--- config.mk ---
export PLATFORM = sky130hd
export DESIGN_NAME = fwd_hazard_unit
export DESIGN_NICKNAME = d
export VERILOG_FILES = /design/src/rtl/fwd_hazard_unit.sv
export SDC_FILE = /design/constraint.sdc
export NUM_CORES = 1
export LEC_CHECK = 0
export CAP_MARGIN = 15
export CORE_AREA = 3 3 105 107
export CTS_BUF_LIST = sky130_fd_sc_hd__clkbuf_16
export CTS_CLUSTER_DIAMETER = 50
export DETAILED_ROUTE_END_ITERATION = 7
export DIE_AREA = 0 0 108 110
export SETUP_SLACK_MARGIN = 0.02
export SYNTH_ARGS = -nofsm -noshare
export SYNTH_HDL_FRONTEND = slang
export SYNTH_SLANG_ARGS = --single-unit
--- constraint.sdc ---
create_clock -name clk -period 1.79 [get_ports clk]
set_input_delay 0.4475 -clock clk [delete_from_list [all_inputs] [get_ports clk]]
set_output_delay 0.4475 -clock clk [all_outputs]
set_load 0.05 [all_outputs]
--- src/rtl/fwd_hazard_unit.sv ---
// Forwarding-select and load-use hazard controller for the 5-stage pipeline.
// Shadows EX/MEM/WB destination info and counts stall cycles.
module fwd_hazard_unit #(
  parameter int REG_AW = 5,
  parameter int CNT_W  = 32
) (
  input  logic              clk,
  input  logic              rst_n,
  input  logic              id_valid,
  input  logic [REG_AW-1:0] id_rs,
  input  logic [REG_AW-1:0] id_rt,
  input  logic [REG_AW-1:0] id_rd,
  input  logic              id_reg_write,
  input  logic              id_mem_read,
  input  logic              flush,
  output logic [1:0]        fwd_a_sel,
  output logic [1:0]        fwd_b_sel,
  output logic              stall,
  output logic              bubble,
  output logic [CNT_W-1:0]  stall_cnt
);

  typedef struct packed {
    logic              v;
    logic [REG_AW-1:0] rs;
    logic [REG_AW-1:0] rt;
    logic [REG_AW-1:0] rd;
    logic              rw;
    logic              mr;
  } ex_rec_t;

  typedef struct packed {
    logic              v;
    logic [REG_AW-1:0] rd;
    logic              rw;
  } dst_rec_t;

  ex_rec_t  ex_q;
  dst_rec_t mem_q;
  dst_rec_t wb_q;

  logic ex_ld;
  logic ex_dep;
  logic hz;
  logic mem_wr;
  logic wb_wr;
  logic a_mem;
  logic a_wb;
  logic b_mem;
  logic b_wb;

  // Only loads still sitting in EX can't be covered by forwarding.
  assign ex_ld  = ex_q.v & ex_q.mr & (|ex_q.rd);
  assign ex_dep = (ex_q.rd == id_rs) | (ex_q.rd == id_rt);
  assign hz     = id_valid & ex_ld & ex_dep;
  assign stall  = hz & ~flush;
  assign bubble = stall | flush;

  assign mem_wr = mem_q.v & mem_q.rw & (|mem_q.rd);
  assign wb_wr  = wb_q.v & wb_q.rw & (|wb_q.rd);

  assign a_mem = mem_wr & (mem_q.rd == ex_q.rs);
  assign a_wb  = wb_wr & (wb_q.rd == ex_q.rs);
  assign b_mem = mem_wr & (mem_q.rd == ex_q.rt);
  assign b_wb  = wb_wr & (wb_q.rd == ex_q.rt);

  // Youngest producer wins: MEM before WB.
  always_comb begin
    fwd_a_sel = 2'b00;
    priority case (1'b1)
      a_mem:   fwd_a_sel = 2'b10;
      a_wb:    fwd_a_sel = 2'b01;
      default: fwd_a_sel = 2'b00;
    endcase
  end

  always_comb begin
    fwd_b_sel = 2'b00;
    priority case (1'b1)
      b_mem:   fwd_b_sel = 2'b10;
      b_wb:    fwd_b_sel = 2'b01;
      default: fwd_b_sel = 2'b00;
    endcase
  end

  always_ff @(posedge clk) begin
    if (!rst_n) begin
      ex_q  <= '0;
      mem_q <= '0;
      wb_q  <= '0;
    end else begin
      wb_q  <= mem_q;
      mem_q <= '{v: ex_q.v, rd: ex_q.rd, rw: ex_q.rw & ex_q.v};
      ex_q  <= '{v:  id_valid & ~stall & ~flush,
                 rs: id_rs,
                 rt: id_rt,
                 rd: id_rd,
                 rw: id_reg_write,
                 mr: id_mem_read};
    end
  end

  always_ff @(posedge clk) begin
    if (!rst_n)
      stall_cnt <= '0;
    else if (stall && !(&stall_cnt))
      stall_cnt <= stall_cnt + {{(CNT_W-1){1'b0}}, 1'b1};
  end

endmodule

==> flow_summary.ini <==
[worst_setup_path]
cp_common_cell = buf_12
cp_cell_sequence = or4_4 -> o2111ai_4 -> nor2_4 -> nand2_2 -> buf_12 -> clkinv_8 -> buf_12
regToRegSetupSlack_ps = -480
cpPeakStageDelay_ps = 560
worst_setup_path_start_kind = flop
critPathRequiredTime_ps = 1340
crit_start = ex_q[3]$_SDFF_PN0_
critPathKind = reg -> out
path_max_fanout = 2
setup.worst_path.end_class = output port
r2r-start = ex_q[6]$_SDFF_PN0_
rr_worst_depth = 11
arrival_time_at_the_worst_endpoint_ps = 1970
cp.depth = 7
worstReg2RegEnd = stall_cnt[4]$_SDFFE_PN0P_
crit_end = stall
crit_path_top_delay_cell = or4_4
worst_path_dominant_cell_family = simple AND/OR/NAND/NOR gates
cp_num_buf_inv = 3

[grt]
antenna_violations_before_repair = 0
grt_util_met3_pct = 3.49
global_route.usage.met1_pct = 21.6
grt_first_pass_wirelength_um = 15700
grtUsageMet2_pct = 29.1
grt_util_all_layers_pct = 17.1
grt_pass1_vias = 3139
grt_busiest_layer = met2
globalRouteOverflowTotal = 0
grt_max_degree = 50

[flow_run]
max-cap-violations = 0

[pwr]
power.density_cell_area_mw_per_mm2 = 643
total_power_mw = 3.41
sequentialPowerShare_pct = 42.8
static-leakage-power_nw = 2.19
netSwitchingPower_mw = 0.764
intPower_mw = 2.65
clockPowerShare_pct = 48.5
comb_power_share_pct = 8.7
ir_worst_vdd_mv = 0.359
switching_share_pct = 22.4

[clock_tree]
clkTransAtPathRegs_ps = 50
cts_root_buffer = clkbuf_16
htree_num_levels = 3
clock_path_buffers = 2
clk_latency_ps = 330
sink_count_of_the_clock_tree = 64
tritoncts = built
numCtsBuffers = 9

[place]
detailed_placement_hpwl_um = 6450
dpl_cell_area_mm2 = 0.00443
placement.io_buffers = 58
globalplace.congestion = 0.850

[timing]
timing.fmax_ghz = 0.414
setup_violations = 38
tightestPinTransition_ps = 385
slew-limit-headroom_pct = 74.1
layout_min_cycle_time_ps = 2420
minimum_setup_slack_in_the_final_design_ps = -625
min_period_over_period_pct = 135
finalSetupTns_ps = -14730
hold_violations = 0
setup_repair_after_global_routing_missed_its_margin = yes
report.final.slew_viol_count = 0
timing.clock.skew_ps = 9.46

[route]
final_antenna_net_count = 0
drc = 0
num_vias = 3008
first_pass_iters = 4
post_drt_via_cell_ratio = 4.84
finalWirelength_um = 9530
routed_wire_length_per_instance_um = 15.3
detailedRoute.firstIterationViolations = 99

[cells_and_area]
number_of_antenna_cells_inserted = 0
final_design_area_no_fill_mm2 = 0.00530
layout.cells.most_common = buf_4
final_nets = 503
drive_gt1_share_pct = 51.3
commonest_cells_after_routing_fill_and_taps_aside = buf_4, and2_1, dfxtp_2, dfxtp_1, nand2_1
syn_to_final_growth_pct = 75.7
final_core_utilization_pct = 51.8

[die]
row_count = 37
dieArea_mm2 = 0.0119
chipWidth_um = 108
initial_core_util_pct = 29.5
die_height_um = 110
core_area_mm2 = 0.0102
ios = 59

[logic_synthesis]
ys_types = 46
synth_sequential_area_ratio_pct = 42.5
postSynthAreaPerCell_um2 = 8.98
syn_nets = 358
synth-warning-count = 0
mapped_cells = 336
flop_and_latch_count_out_of_synthesis = 64
synthesis.area_mm2 = 0.00302

[hold_path]
worst_hold_path_type = reg -> reg

[run_status]
run_status = finished, violations left
violations = negative setup slack
cells in the mapped netlist, drive strengths merged:
cell,number,area [um2]
nand3,19,95.1
nor3,7,51.3
ha,1,12.5
or3,14,87.6
nand2b,7,43.8
nor4,6,43.8
o31ai,6,45.0
o2111ai,1,15.0
nand4,16,113
a21oi,22,110
or2,1,8.76
buf,7,58.8
inv,4,15.0
nor3b,1,7.51
o21bai,1,7.51
nor2,8,30.0
o22a,1,8.76
or4,10,75.1
and4,2,17.5
dfxtp,64,1280
o21a,1,7.51
o211ai,2,15.0
o22ai,1,12.5
nand2,23,88.8
nand4b,1,8.76
o21ai,17,85.1
o31a,1,8.76
xor2,13,114
o41ai,1,8.76
o311ai,1,8.76
clkbuf,9,35.0
xnor2,18,158
and2,33,206
mux2i,7,70.1
and3,10,63.8
metrics by stage:
stage / std cells / setup slack [ps] / hold WS [ps]
final: 621 / -625 / 465
after global routing: 621 / -679 / 479
after CTS: 618 / -605 / 465
after detailed placement: 587 / -670 / 446
after global placement: 587 / -643 / 442
after floorplan: 336 / -357 / 430
cells by family (layout without fill, tap and decap cells):
logic type | Yosys count | count (layout) | synth area share, %
xor+xnor | 31 | 31 | 9.00
flops | 64 | 64 | 42.5
simple gates | 158 | 158 | 31.2
buf+inv | 20 | 169 | 3.61
fa+ha+maj | 1 | 1 | 0.415
mux | 7 | 7 | 2.32
compound gates | 55 | 55 | 11.0
metal layers:
metal  share of wire (%)  up-vias  wire length (um)
li1                    -     1503                 -
met3                 4.0       10               384
met4                 1.1        0               102
met5                   0        -                 0
met1                  45     1427              4320
met2                  50       68              4720
timing repair:
action,4_1_cts,5_1_grt
hold buffers,0,0
endpoints found under the setup margin,38,38
gates resized for setup,69,38
buffers inserted,13,8
cloned,3,0
pin swaps,51,29
endpoints found under the hold margin,0,0
sequential cells by signal (all words and copies together) (netlist names):
| name | count |
|---|---|
| ex_q | 18 |
| stall_cnt | 32 |
| wb_q | 7 |
| mem_q | 7 |
how the worst min path moves through the flow:
stage | startpoint | end | slack, ps | depth (start not counted)
6_report | ex_q[1]$_SDFF_PN0_ | mem_q[0]$_SDFF_PN0_ | 460 | 1
5_1_grt | ex_q[1]$_SDFF_PN0_ | mem_q[0]$_SDFF_PN0_ | 480 | 1
4_1_cts | mem_q[6]$_SDFF_PN0_ | wb_q[6]$_SDFF_PN0_ | 460 | 1
3_5_place_dp | mem_q[6]$_SDFF_PN0_ | wb_q[6]$_SDFF_PN0_ | 450 | 1
3_3_place_gp | mem_q[6]$_SDFF_PN0_ | wb_q[6]$_SDFF_PN0_ | 440 | 1
2_1_floorplan | mem_q[6]$_SDFF_PN0_ | wb_q[6]$_SDFF_PN0_ | 430 | 1
final cells by class:
class	instances	area [um2]
clock buffers	9	225
clock inverters	6	52.6
fillers	921	4930
inverters	4	27.5
multi-input cells	252	2000
flip-flops and latches	64	1370
well taps	136	170
repair buffers	150	1460
power groups by stage:
stage / Sequential, mW / Combinational, mW / Clock, mW
final: 1.46 / 0.297 / 1.65
after global routing: 1.46 / 0.319 / 1.75
after CTS: 1.46 / 0.290 / 1.70
after detailed placement: 1.48 / 0.247 / 0
after global placement: 1.48 / 0.243 / 0
after floorplan: 1.49 / 0.117 / 0
Power figures use the tool's default switching activity.
